`config.mk`:
```
export PLATFORM = sky130hd
export DESIGN_NAME = pcm_frame_buffer_flat
export DESIGN_NICKNAME = d
export VERILOG_FILES = /design/src/rtl/pcm_frame_buffer_if.sv /design/src/rtl/pcm_frame_buffer.sv /design/src/flat_wrapper.sv
export SDC_FILE = /design/constraint.sdc
export NUM_CORES = 1
export LEC_CHECK = 0
export ABC_CLOCK_PERIOD_IN_PS = 4300
export CAP_MARGIN = 20
export CORE_ASPECT_RATIO = 1.4
export CORE_UTILIZATION = 59
export CTS_CLUSTER_SIZE = 40
export DETAILED_ROUTE_END_ITERATION = 12
export DONT_BUFFER_PORTS = 1
export GPL_TIMING_DRIVEN = 0
export PLACE_DENSITY = 0.82
export SLEW_MARGIN = 20
export SYNTH_ARGS = -nofsm -noshare
export SYNTH_HDL_FRONTEND = slang
export SYNTH_SLANG_ARGS = --single-unit
export TNS_END_PERCENT = 20
```
`constraint.sdc`:
```
create_clock -name clk -period 4.3 [get_ports clk]
set_input_delay 0.43 -clock clk [delete_from_list [all_inputs] [get_ports clk]]
set_output_delay 0.43 -clock clk [all_outputs]
set_load 0.02 [all_outputs]
```
`src/rtl/pcm_frame_buffer_if.sv`:
```
// Sample-in / framed-word-out stream bundle for pcm_frame_buffer.
// The buffer uses the slave view; whatever feeds samples and drains frames uses master.
interface pcm_frame_buffer_if #(
   parameter int DATA_W = 16
) ();
   logic              in_valid;
   logic [DATA_W-1:0] in_data;
   logic              out_valid;
   logic              out_ready;
   logic [DATA_W-1:0] out_data;
   logic              out_sof;
   logic              out_eof;
   logic              out_pad;

   modport slave (
      input  in_valid, in_data, out_ready,
      output out_valid, out_data, out_sof, out_eof, out_pad
   );

   modport master (
      output in_valid, in_data, out_ready,
      input  out_valid, out_data, out_sof, out_eof, out_pad
   );
endinterface

```
`src/rtl/pcm_frame_buffer.sv`:
```
// First-word-fall-through sample FIFO that slices the decimated PCM stream into
// fixed-length frames and zero-pads the final frame once capture is stopped.
module pcm_frame_buffer #(
   parameter int DATA_W    = 16,
   parameter int DEPTH     = 16,
   parameter int FRAME_LEN = 64
) (
   input  logic                   clk,
   input  logic                   rst,
   input  logic                   en,
   input  logic                   clr_drop,
   pcm_frame_buffer_if.slave      bus,
   output logic [$clog2(DEPTH):0] level,
   output logic [7:0]             drop_cnt
);
   localparam int AW = $clog2(DEPTH);
   localparam int LW = AW + 1;
   localparam int IW = (FRAME_LEN > 2) ? $clog2(FRAME_LEN) : 1;
   localparam logic [LW-1:0] FULL_LVL = LW'(DEPTH);
   localparam logic [IW-1:0] LAST_IDX = IW'(FRAME_LEN - 1);

   typedef enum logic [1:0] {
      IDLE = 2'd0,
      RUN  = 2'd1,
      PAD  = 2'd2
   } state_t;

   function automatic logic [IW-1:0] idx_inc(input logic [IW-1:0] idx);
      if (idx == LAST_IDX) begin
         idx_inc = {IW{1'b0}};
      end else begin
         idx_inc = idx + IW'(1);
      end
   endfunction

   logic [DATA_W-1:0] mem_r [DEPTH];
   logic [AW-1:0]     wr_ptr_r;
   logic [AW-1:0]     rd_ptr_r;
   logic [LW-1:0]     level_r;
   logic [IW-1:0]     idx_r;
   logic [7:0]        drop_cnt_r;
   state_t            state_r;
   logic              out_valid_r;
   logic [DATA_W-1:0] out_data_r;
   logic              out_sof_r;
   logic              out_eof_r;
   logic              out_pad_r;

   logic              beat_s;
   logic              pop_s;
   logic              full_s;
   logic              run_s;
   logic              push_s;
   logic              drop_s;
   logic [AW-1:0]     rd_ptr_nxt_s;
   logic [LW-1:0]     level_nxt_s;
   logic [IW-1:0]     idx_nxt_s;
   logic              has_data_s;
   logic [DATA_W-1:0] head_nxt_s;
   logic              pend_s;
   logic              sof_nxt_s;
   logic              eof_nxt_s;

   // Handshake decode and post-edge FIFO/frame view used to pre-register the output word.
   always_comb begin
      beat_s       = out_valid_r & bus.out_ready;
      pop_s        = beat_s & ~out_pad_r;
      full_s       = (level_r == FULL_LVL);
      run_s        = (state_r == RUN);
      push_s       = run_s & bus.in_valid & (~full_s | pop_s);
      drop_s       = run_s & bus.in_valid & full_s & ~pop_s;
      rd_ptr_nxt_s = pop_s ? (rd_ptr_r + AW'(1)) : rd_ptr_r;
      if (push_s && !pop_s) begin
         level_nxt_s = level_r + LW'(1);
      end else if (pop_s && !push_s) begin
         level_nxt_s = level_r - LW'(1);
      end else begin
         level_nxt_s = level_r;
      end
      if (beat_s) begin
         idx_nxt_s = idx_inc(idx_r);
      end else begin
         idx_nxt_s = idx_r;
      end
      has_data_s = (level_nxt_s != {LW{1'b0}});
      // A sample landing in the slot that becomes the head must bypass the array.
      if (!has_data_s) begin
         head_nxt_s = {DATA_W{1'b0}};
      end else if (push_s && (wr_ptr_r == rd_ptr_nxt_s)) begin
         head_nxt_s = bus.in_data;
      end else begin
         head_nxt_s = mem_r[rd_ptr_nxt_s];
      end
      pend_s    = has_data_s | (idx_nxt_s != {IW{1'b0}});
      sof_nxt_s = (idx_nxt_s == {IW{1'b0}});
      eof_nxt_s = (idx_nxt_s == LAST_IDX);
   end

   // Sample storage; contents are don't-care until written.
   always_ff @(posedge clk) begin
      if (push_s) begin
         mem_r[wr_ptr_r] <= bus.in_data;
      end
   end

   // Control FSM with FIFO pointers, frame index, drop counter and registered output word.
   always_ff @(posedge clk or negedge rst) begin
      if (!rst) begin
         state_r     <= IDLE;
         wr_ptr_r    <= {AW{1'b0}};
         rd_ptr_r    <= {AW{1'b0}};
         level_r     <= {LW{1'b0}};
         idx_r       <= {IW{1'b0}};
         drop_cnt_r  <= 8'd0;
         out_valid_r <= 1'b0;
         out_data_r  <= {DATA_W{1'b0}};
         out_sof_r   <= 1'b0;
         out_eof_r   <= 1'b0;
         out_pad_r   <= 1'b0;
      end else begin
         wr_ptr_r <= push_s ? (wr_ptr_r + AW'(1)) : wr_ptr_r;
         rd_ptr_r <= rd_ptr_nxt_s;
         level_r  <= level_nxt_s;
         idx_r    <= idx_nxt_s;
         if (clr_drop) begin
            drop_cnt_r <= 8'd0;
         end else if (drop_s && (drop_cnt_r != 8'hFF)) begin
            drop_cnt_r <= drop_cnt_r + 8'd1;
         end else begin
            drop_cnt_r <= drop_cnt_r;
         end
         case (state_r)
            RUN: begin
               if (en) begin
                  state_r     <= RUN;
                  out_valid_r <= has_data_s;
                  out_data_r  <= head_nxt_s;
                  out_sof_r   <= has_data_s & sof_nxt_s;
                  out_eof_r   <= has_data_s & eof_nxt_s;
                  out_pad_r   <= 1'b0;
               end else if (pend_s) begin
                  state_r     <= PAD;
                  out_valid_r <= 1'b1;
                  out_data_r  <= head_nxt_s;
                  out_sof_r   <= sof_nxt_s;
                  out_eof_r   <= eof_nxt_s;
                  out_pad_r   <= ~has_data_s;
               end else begin
                  state_r     <= IDLE;
                  out_valid_r <= 1'b0;
                  out_data_r  <= {DATA_W{1'b0}};
                  out_sof_r   <= 1'b0;
                  out_eof_r   <= 1'b0;
                  out_pad_r   <= 1'b0;
               end
            end
            PAD: begin
               // Leave only once the frame has closed with nothing left buffered.
               if (pend_s) begin
                  state_r     <= PAD;
                  out_valid_r <= 1'b1;
                  out_data_r  <= head_nxt_s;
                  out_sof_r   <= sof_nxt_s;
                  out_eof_r   <= eof_nxt_s;
                  out_pad_r   <= ~has_data_s;
               end else begin
                  state_r     <= IDLE;
                  out_valid_r <= 1'b0;
                  out_data_r  <= {DATA_W{1'b0}};
                  out_sof_r   <= 1'b0;
                  out_eof_r   <= 1'b0;
                  out_pad_r   <= 1'b0;
               end
            end
            default: begin
               state_r     <= en ? RUN : IDLE;
               out_valid_r <= 1'b0;
               out_data_r  <= {DATA_W{1'b0}};
               out_sof_r   <= 1'b0;
               out_eof_r   <= 1'b0;
               out_pad_r   <= 1'b0;
            end
         endcase
      end
   end

   assign level         = level_r;
   assign drop_cnt      = drop_cnt_r;
   assign bus.out_valid = out_valid_r;
   assign bus.out_data  = out_data_r;
   assign bus.out_sof   = out_sof_r;
   assign bus.out_eof   = out_eof_r;
   assign bus.out_pad   = out_pad_r;

endmodule

```
`src/flat_wrapper.sv`:
```
// flat-port wrapper written by rule: the top's interface ports become plain ports
module pcm_frame_buffer_flat 
#(
   parameter int DATA_W    = 16,
   parameter int DEPTH     = 16,
   parameter int FRAME_LEN = 64
)
  (clk, rst, en, clr_drop, level, drop_cnt, bus_in_valid, bus_in_data, bus_out_ready, bus_out_valid, bus_out_data, bus_out_sof, bus_out_eof, bus_out_pad);
  pcm_frame_buffer_if #(.DATA_W(DATA_W)) bus_i ();
  input  logic clk;
  input  logic rst;
  input  logic en;
  input  logic clr_drop;
  output logic [$clog2(DEPTH):0] level;
  output logic [7:0] drop_cnt;
  input wire logic [$bits(bus_i.in_valid)-1:0] bus_in_valid;
  input wire logic [$bits(bus_i.in_data)-1:0] bus_in_data;
  input wire logic [$bits(bus_i.out_ready)-1:0] bus_out_ready;
  output wire logic [$bits(bus_i.out_valid)-1:0] bus_out_valid;
  output wire logic [$bits(bus_i.out_data)-1:0] bus_out_data;
  output wire logic [$bits(bus_i.out_sof)-1:0] bus_out_sof;
  output wire logic [$bits(bus_i.out_eof)-1:0] bus_out_eof;
  output wire logic [$bits(bus_i.out_pad)-1:0] bus_out_pad;
  assign bus_i.in_valid = bus_in_valid;
  assign bus_i.in_data = bus_in_data;
  assign bus_i.out_ready = bus_out_ready;
  assign bus_out_valid = bus_i.out_valid;
  assign bus_out_data = bus_i.out_data;
  assign bus_out_sof = bus_i.out_sof;
  assign bus_out_eof = bus_i.out_eof;
  assign bus_out_pad = bus_i.out_pad;
  pcm_frame_buffer #(.DATA_W(DATA_W), .DEPTH(DEPTH), .FRAME_LEN(FRAME_LEN)) u_core (.clk(clk), .rst(rst), .en(en), .clr_drop(clr_drop), .bus(bus_i), .level(level), .drop_cnt(drop_cnt));
endmodule
```
Word-level counts from Yosys, hierarchy flattened
Memories as Yosys holds them, arrays and structs flattened.
Cells that the tools add are included.
W data, S select, Z words.
{"block": "word_totals", "inputBits": 22, "out_inout_bits": 33, "elab_cells": 79, "ram_bits": 256, "regBits": 49, "memories": 1}
{"block": "op_classes", "bitwise_logic": 14, "muxes": 30, "eq_ne": 7, "add_sub_neg": 6, "n_reduce_logical": 10}
{"name": "u_core.mem_r", "words": 16, "word_bits": 16, "rd": 1, "rd_ports_with_merged_regs": 0, "wr": 1, "line_no": "pcm_frame_buffer.sv:36", "rtl": "logic [DATA_W-1:0] mem_r [DEPTH];"}
{"op": "$mux W16", "n": 4}
{"op": "$pmux W16 S2", "n": 1}
{"op": "$mux W8", "n": 2}
{"op": "$eq A6 B6 Y1 const B", "n": 2}
{"op": "$mux W6", "n": 2}
{"op": "$mux W1", "n": 11}
{"op": "$mux W5", "n": 2}
{"op": "$add A4 B1 Y4 const B", "n": 2}
{"op": "$add A8 B1 Y8 const B", "n": 1}
{"op": "$and A1 B1 Y1", "n": 8}
{"op": "$ne A8 B8 Y1 const B", "n": 1}
{"op": "$pmux W1 S2", "n": 4}
{"op": "$add A6 B1 Y6 const B", "n": 1}
{"op": "$logic_not A6 Y1", "n": 1}
{"op": "$reduce_bool A6 Y1", "n": 1}
{"op": "$add A5 B1 Y5 const B", "n": 1}
{"op": "$eq A5 B5 Y1 const B", "n": 1}
{"op": "$reduce_bool A5 Y1", "n": 1}
{"op": "$sub A5 B1 Y5 const B", "n": 1}
{"op": "$eq A4 B4 Y1", "n": 1}
{"op": "$logic_and A1 B1 Y1", "n": 4}
{"op": "$mux W2", "n": 2}
{"op": "$mux W4", "n": 1}
{"op": "$not A1 Y1", "n": 4}
{"op": "other kinds (6)", "n": 8}

Logic depth before layout (Yosys ltp)
Gate-level depths: netlist (run 1).
{"block": "logic_depth", "depth_word": 13, "ltp_mapped": 11, "ltp_nobuf": 8}

Least setup slack after synthesis (run 1)
OpenSTA, ideal clock, no wires.
{"block": "synth_path", "path_type": "reg2reg", "start": "reg u_core.out_valid_r, in the netlist u_core.bus.out_valid", "end": "mem u_core.mem_r[3][0] (enable)", "arrival_ns": 3.101, "setup_time_ns": 0.409, "path_stages_with_launch": 9, "t_required_ns": 3.891, "period_less_slack_ns": 3.510, "setup_slack_ns": 0.790, "path_buffers": 4, "cell_sequence": "dfrtp_1 buf_4 nand3b_4 buf_2 buf_4 buf_1 a21oi_1 nand2_1 nor3_1"}
{"block": "synth_via", "elab_chain_len": 6}
{"element": "start: declaration", "line_no": "pcm_frame_buffer.sv:43", "rtl": "logic out_valid_r;"}
{"element": "start signal: assignment", "line_no": "pcm_frame_buffer.sv:136", "rtl": "out_valid_r <= has_data_s;"}
{"element": "$and A1 B1 Y1", "line_no": "pcm_frame_buffer.sv:66", "rtl": "beat_s = out_valid_r & bus.out_ready;"}
{"element": "$and A1 B1 Y1", "line_no": "pcm_frame_buffer.sv:67", "rtl": "pop_s = beat_s & ~out_pad_r;"}
{"element": "$or A1 B1 Y1", "line_no": "pcm_frame_buffer.sv:70", "rtl": "push_s = run_s & bus.in_valid & (~full_s | pop_s);"}
{"element": "$and A1 B1 Y1", "line_no": "pcm_frame_buffer.sv:70"}
{"element": "$mux W1", "line_no": "pcm_frame_buffer.sv:101", "rtl": "if (push_s) begin"}
{"element": "$mux W1 (not written as such)", "line_no": "pcm_frame_buffer.sv:102", "rtl": "mem_r[wr_ptr_r] <= bus.in_data;"}
{"element": "end: declaration", "line_no": "pcm_frame_buffer.sv:36"}
Every way passes these cells.

Worst setup path after layout (run 1)
{"block": "layout_path", "start": "reg u_core.out_valid_r, in the netlist u_core.bus.out_valid", "end": "mem u_core.mem_r[7][15] (enable)"}
The elaborated chain is that of the path after synthesis.

==> results.yml, run 1 <==
global_routing:
  gr-usage-all-layers_pct: 33.30
  largest_net_degree_at_the_start_of_global_routing: 50
  initial_antenna_violation_count: 1
  grt_remaining_overflow: 0
  grt_first_pass_wirelength_um: 63440
  number_of_global_route_vias_before_repair: 10944
route:
  vias_per_cell: 6.916
  route.vias.total: 10914
  first_pass_iters: 6
  wl_um: 43290
  remaining_drc_errors: 0
  initialDrtViolationCount: 1420
  routed_wire_length_per_instance_um: 27.43
  final_antenna_net_count: 0
synthesis:
  syn_nets: 1205
  synth_seq_area_share_pct: 58.78
  synth.avg_cell_area_um2: 12.94
  syn-cell-area_mm2: 0.01516
  synth-warning-count: 0
  synthesis.instances: 1172
  flip_flop_and_latch_count_after_synthesis: 305
  dominantRegCellSynth: "edfxtp_1"
  post_synth_edffs: 256
  post_synth_num_cell_types: 65
  async_reset_ff_share_pct: 16.07
clock_tree:
  h-tree-depth: 1
  cts_tree: "done"
  cts_num_sinks: 305
  worst_skew_pair.late_latency_ns: 0.55
  numCtsBuffers: 29
  clock_tree.root_cell: "clkbuf_16"
  post_cts_resized: 0
  clock_tree.buffer_depth: 3
  cts.reportedPaths.clkPinSlew_ns: 0.06
critical_path:
  cp_arrival_ns: 4.06
  rr_startpoint: "u_core.bus.out_valid"
  crit_path_category: "reg2reg"
  crit_path_frequent_cell: "buf_4"
  r2r-end: "u_core.mem_r[7][15]"
  worst_r2r_path_cells: 8
  reg2reg_setup_slack_ns: 0.41
  worstPathBufferInverterCount: 4
  critPathSlowestCell: "nor2_2"
  timing.critical_path.to_type: "flop"
  critical_path.max_fanout: 16
  critical_path.cell_chain: "buf_4, nand3b_4, buf_2, buf_4, buf_1, a21oi_1, nand2_1, nor2_2"
  start_kind: "flop"
  critical-path-top-delay-family: "simple AND/OR/NAND/NOR gates"
  critPathMaxStageDelay_ns: 0.78
  timing.critical_path.required_ns: 4.47
hold_path:
  worstHoldStart: "bus_in_data[1]"
  whs_endpoint: "u_core.bus.out_data[1]"
  timing.hold.worst_path_depth: 2
  class_of_the_tightest_hold_or_removal_check: "in2reg"
floorplan:
  start_util_pct: 59.94
  core_area_mm2: 0.02530
  boundaryPins: 55
  std_cell_rows: 69
  floorplan.die.height_um: 191.7
  die_area_mm2: 0.02635
  die_extent_in_x_um: 137.5
sta:
  finalHoldViolations: 0
  period_minus_slack_ns: 3.888
  period_share_pct: 90.43
  finalMaxSlewViolations: 0
  timing.fmax_ghz: 0.2572
  fin_worst_skew_ns: 0.01163
  grt_setup_unrepaired: "no"
  setup_violations: 0
  timing.max_slew.rel_slack_pct: 35.27
  slew_at_the_pin_with_the_worst_max_slew_slack_ns: 0.9677
  tns_ns: 0
status:
  run_status: "finished clean"
final_layout:
  fin_util_pct: 66.77
  finalNonFillerCells: 1578
  post_route_cells_drive_above_1_share_pct: 11.37
  nNetsFinal: 1269
  area_delta_synth_final_pct: 11.38
power_and_ir_drop:
  p_leak_nw: 6.176
  power.ir.vdd_worst_uv: 514.1
  power_per_cell_area_mw_per_mm2: 658.2
placed_design:
  globalplace.congestion: 0.9922
  hpwlAfterDp_um: 29150
  portBuffers: 0
  dp.cells: 1505
job:
  max_cap_violations: 0
-- logic make-up after synthesis --
group,Yosys count,share of synthesized area (%)
buffers and inverters,102,3.152
multiplexers,213,14.32
AND/OR/NAND/NOR,302,10.59
XOR/XNOR,24,1.386
flip-flops,305,58.78
AO/OA/AOI/OAI,215,10.86
adder cells (fa/ha/maj),11,0.9077
-- registers in the layout, summed over array words and instances (netlist names) --
| name | count |
|---|---|
| u_core.level | 5 |
| u_core.bus.out_sof | 1 |
| u_core.bus.out_pad | 1 |
| u_core.state_r | 2 |
| u_core.rd_ptr_r | 4 |
| u_core.mem_r | 256 |
| u_core.bus.out_eof | 1 |
| u_core.bus.out_data | 16 |
| u_core.idx_r | 6 |
| u_core.bus.out_valid | 1 |
| u_core.drop_cnt | 8 |
| u_core.wr_ptr_r | 4 |
-- stage by stage --
step	worst slack, ns	total power [mW]	cell area (um^2)	hold WS [ns]
2_1_floorplan	0.7897	7.086	15160	0.1344
3_3_place_gp	-0.9030	8.299	15560	0.1354
3_5_place_dp	0.4187	8.452	15760	0.1354
4_1_cts	0.4338	10.98	16890	0.04997
5_1_grt	0.1671	11.50	16890	0.07051
6_report	0.4117	11.12	16890	0.05676
-- worst max-delay path by stage --
stage	startpoint	endpoint	slack [ns]	cells past startpoint
6_report	u_core.bus.out_valid	u_core.mem_r[7][15]	0.41	8
3_5_place_dp	u_core.bus.out_valid	u_core.mem_r[7][15]	0.42	8
3_3_place_gp	u_core.bus.out_valid	u_core.mem_r[3][3]	-0.90	8
5_1_grt	u_core.bus.out_valid	u_core.mem_r[7][15]	0.17	8
2_1_floorplan	u_core.bus.out_valid	u_core.mem_r[3][0]	0.79	8
4_1_cts	u_core.bus.out_valid	u_core.mem_r[7][15]	0.43	8
-- cell type report --
cell class | count | area [um^2]
antenna | 1 | 2.502
buffer | 92 | 440.4
clock buffer | 35 | 768.2
clock inverter | 18 | 147.6
fill | 1699 | 8407
inverter | 10 | 37.54
multi-input combinational | 765 | 5822
sequential | 305 | 8914
tap | 319 | 399.1
timing repair buffer | 33 | 357.8
-- metal layers --
layer / GRT usage, % / vias to the layer above / wire length [um]
met4: 19.65 / 0 / 2781
met2: 56.63 / 738 / 21390
li1: - / 4707 / -
met5: 0 / - / 0
met1: 38.97 / 5309 / 15010
met3: 6.017 / 160 / 4115
-- Yosys cell counts, drive strengths merged, types with 8 or more instances --
library cell    n  area, um^2
a32oi          17       148.9
inv            10       37.54
o21ai          25       125.1
o311a          16       160.2
o32ai          15       131.4
nand3          43       215.2
buf            48       274.0
and3            8       50.05
nand2          78       292.8
o22ai          16       100.1
xnor2          15       131.4
nor3           42       265.3
ha             11       137.6
a21oi          11       55.05
and4           17       148.9
a211oi         35       267.8
mux2i         209        2105
edfxtp        256        7687
nor2           51       191.4
dfrtp          49        1226
a22oi          46       345.3
xor2            9       78.83
nor2b          34       212.7
clkbuf         44       166.4
o2111ai        15       131.4
-- placed cells by master (no fill, tap or decap), types with 33 or more instances in the layout --
cell      Yosys  routed
a211oi_1     34      34
a22oi_1      46      46
buf_2        33      33
clkbuf_1     43      47
dfrtp_1      49      49
edfxtp_1    256     256
mux2i_1     208     208
nand2_1      78      78
nand3_1      43      43
nor2_1       51      39
nor2b_1      34      34
-- worst reg2reg max path, cell delays in order (launching register included) --
cell and delay, ns:
dfrtp_1 0.49, buf_4 0.23, nand3b_4 0.13, buf_2 0.23
buf_4 0.22, buf_1 0.35, a21oi_1 0.67, nand2_1 0.41
nor2_2 0.79
-- report_power, final --
part | internal [mW] | switching, mW
Combinational | 1.79 | 3.11
Clock | 1.39 | 1.08
Sequential | 3.45 | 0.296
Total | 6.63 | 4.49
-- timing repair --
item / in CTS / in global routing
hold buffers: 19 / 0
setup buffers: 0 / 0
endpoints found under the hold margin: 307 / 0
(Power assumes the default switching activity.)
==> run 2, diff against run 1 <==
--- a/config.mk
+++ b/config.mk
@@ -5,10 +5,10 @@
 export SDC_FILE = /design/constraint.sdc
 export NUM_CORES = 1
 export LEC_CHECK = 0
-export ABC_CLOCK_PERIOD_IN_PS = 4300
 export CAP_MARGIN = 20
 export CORE_ASPECT_RATIO = 1.4
 export CORE_UTILIZATION = 59
+export CTS_BUF_LIST = sky130_fd_sc_hd__clkbuf_4
 export CTS_CLUSTER_SIZE = 40
 export DETAILED_ROUTE_END_ITERATION = 12
 export DONT_BUFFER_PORTS = 1
==> results.yml, run 2 (synthesis results as in run 1) <==
route:
  initialDrtViolationCount: 1315
  vias_per_cell: 6.764
  final_antenna_net_count: 0
  route.vias.total: 11229
  wl_um: 43290
  first_pass_iters: 7
  remaining_drc_errors: 0
  routed_wire_length_per_instance_um: 26.08
sta:
  period_share_pct: 92.44
  finalHoldViolations: 0
  fin_worst_skew_ns: 0.05721
  timing.max_slew.rel_slack_pct: 31.44
  finalMaxSlewViolations: 0
  timing.fmax_ghz: 0.2516
  grt_setup_unrepaired: "no"
  period_minus_slack_ns: 3.975
  setup_violations: 0
  slew_at_the_pin_with_the_worst_max_slew_slack_ns: 1.025
  fin_worst_hold_slack_ns: 0.04816
final_layout:
  n_fill_cell: 1707
  final_cell_mix: "edfxtp_1, mux2i_1, clkbuf_4, nand2_1, dfrtp_1"
  register_ranked_first_by_flip_flop_count: "u_core.mem_r"
  nNetsFinal: 1313
  postLayoutCellArea_mm2: 0.01690
  layout.cells.most_common: "edfxtp_1"
  post_route_cells_drive_above_1_share_pct: 15.82
  area_delta_synth_final_pct: 11.44
  largest_register_ff_count: 256
clock_tree:
  cts_tree: "done"
  clock_tree.root_cell: "clkbuf_4"
  cts.reportedPaths.clkPinSlew_ns: 0.07
  numCtsBuffers: 73
  worst_skew_pair.late_latency_ns: 0.73
  clock_tree.buffer_depth: 3
  post_cts_repair_timing_setup_buffer_count: 0
  cts_num_sinks: 305
  post_cts_resized: 0
  h-tree-depth: 3
power_and_ir_drop:
  power_per_cell_area_mw_per_mm2: 650.8
  combinationalPowerShare_pct: 44.5
  p_leak_nw: 6.283
  proportion_of_total_power_due_to_net_switching_pct: 41.59
  clock_power_share_pct: 21.4
  net_switching_power_mw: 4.574
  internal_power_mw: 6.423
  power.ir.vdd_worst_uv: 436.0
  seq_power_share_pct: 34.1
floorplan:
  std_cell_rows: 69
  floorplan.die.height_um: 191.7
  die_extent_in_x_um: 137.5
  die_area_mm2: 0.02635
  core_area_mm2: 0.02530
  boundaryPins: 55
  start_util_pct: 59.94
hold_path:
  class_of_the_tightest_hold_or_removal_check: "in2reg"
global_routing:
  largest_net_degree_at_the_start_of_global_routing: 50
  gr-usage-all-layers_pct: 33.46
  grt_first_pass_wirelength_um: 63420
  initial_antenna_violation_count: 5
  number_of_global_route_vias_before_repair: 11305
  grt_remaining_overflow: 0
placed_design:
  globalplace.congestion: 0.9922
  placed_area_mm2: 0.01576
  hpwlAfterDp_um: 29150
  portBuffers: 0
job:
  max_cap_violations: 0
critical_path:
  timing.critical_path.to_type: "flop"
  start_kind: "flop"
  crit_path_category: "reg2reg"
  reg2reg_setup_slack_ns: 0.33
  critical_path.max_fanout: 16
  timing.critical_path.required_ns: 4.62
  cp_arrival_ns: 4.30
status:
  run_status: "finished clean"
[run 2: changes by cell type in the layout (fill, tap and decap cells not counted), sizes merged]
cell | before | now
clkinvlp | 4 | 0
bufinv | 2 | 1
inv | 11 | 12
clkbuf | 79 | 149
clkinv | 11 | 21
diode | 1 | 7
[run 2: power groups by stage]
stage | clock (mW) | sequential (mW) | combinational [mW]
floorplan | 0 | 3.75 | 3.33
global placement | 0 | 3.80 | 4.50
detailed placement | 0 | 3.80 | 4.65
CTS | 2.36 | 3.74 | 4.74
global route | 2.50 | 3.78 | 5.13
finish | 2.35 | 3.75 | 4.90
[run 2: area by class of cell]
class	instances	area [um^2]	area share, %
sequential	305	8914	52.75
multi-input combinational	765	5822	34.45
clock buffer	105	788.3	4.665
buffer	92	440.4	2.606
tap	319	399.1	2.362
timing repair buffer	33	357.8	2.118
clock inverter	24	121.4	0.7182
inverter	10	37.54	0.2221
antenna	7	17.52	0.1037
[run 2: what timing repair did]
item / in CTS / in global routing
endpoints found under the hold margin: 326 / 0
hold buffers: 19 / 0
endpoints found under the setup margin: 0 / 0
[run 2: worst max-delay path, cell delays in order, from the launching register on]
cell and delay, ns:
dfrtp_1 0.50, buf_4 0.23, nand3b_4 0.13, buf_2 0.23, buf_4 0.23, buf_1 0.36, a21oi_1 0.68, nand2_1 0.42
nor2_2 0.80
[run 2: through the flow]
step                      instances  power [mW]  utilization (%)  worst slack (ns)  TNS (ns)
after floorplan                1172       7.086                -            0.7897         0
after global placement         1491       8.299            61.52           -0.9030    -61.89
after detailed placement       1505       8.452            62.31            0.4187         0
after CTS                      1653       10.85            66.73            0.3969         0
after global routing           1656       11.41            66.76            0.1019         0
final                          1660       11.00            66.80            0.3252         0
[run 2: layer usage]
metal / vias to the layer above / wire length, um / track usage, %
li1: 4849 / - / -
met1: 5431 / 14480 / 37.61
met3: 183 / 4525 / 8.155
met2: 764 / 21270 / 55.43
met4: 2 / 2992 / 23.25
met5: - / 12 / 0
[run 2: worst paths after layout]
path / cells after the start / to / start
worst min register to register: 1 / u_core.idx_r[2] / u_core.idx_r[2]
worst max-delay path: 8 / u_core.mem_r[7][15] / u_core.bus.out_valid
min in group asynchronous: 2 / u_core.drop_cnt[1] / rst
worst min-delay path: 2 / u_core.drop_cnt[2] / clr_drop
worst max register to register: 8 / u_core.mem_r[7][15] / u_core.bus.out_valid
max in group asynchronous: 2 / u_core.bus.out_data[6] / rst
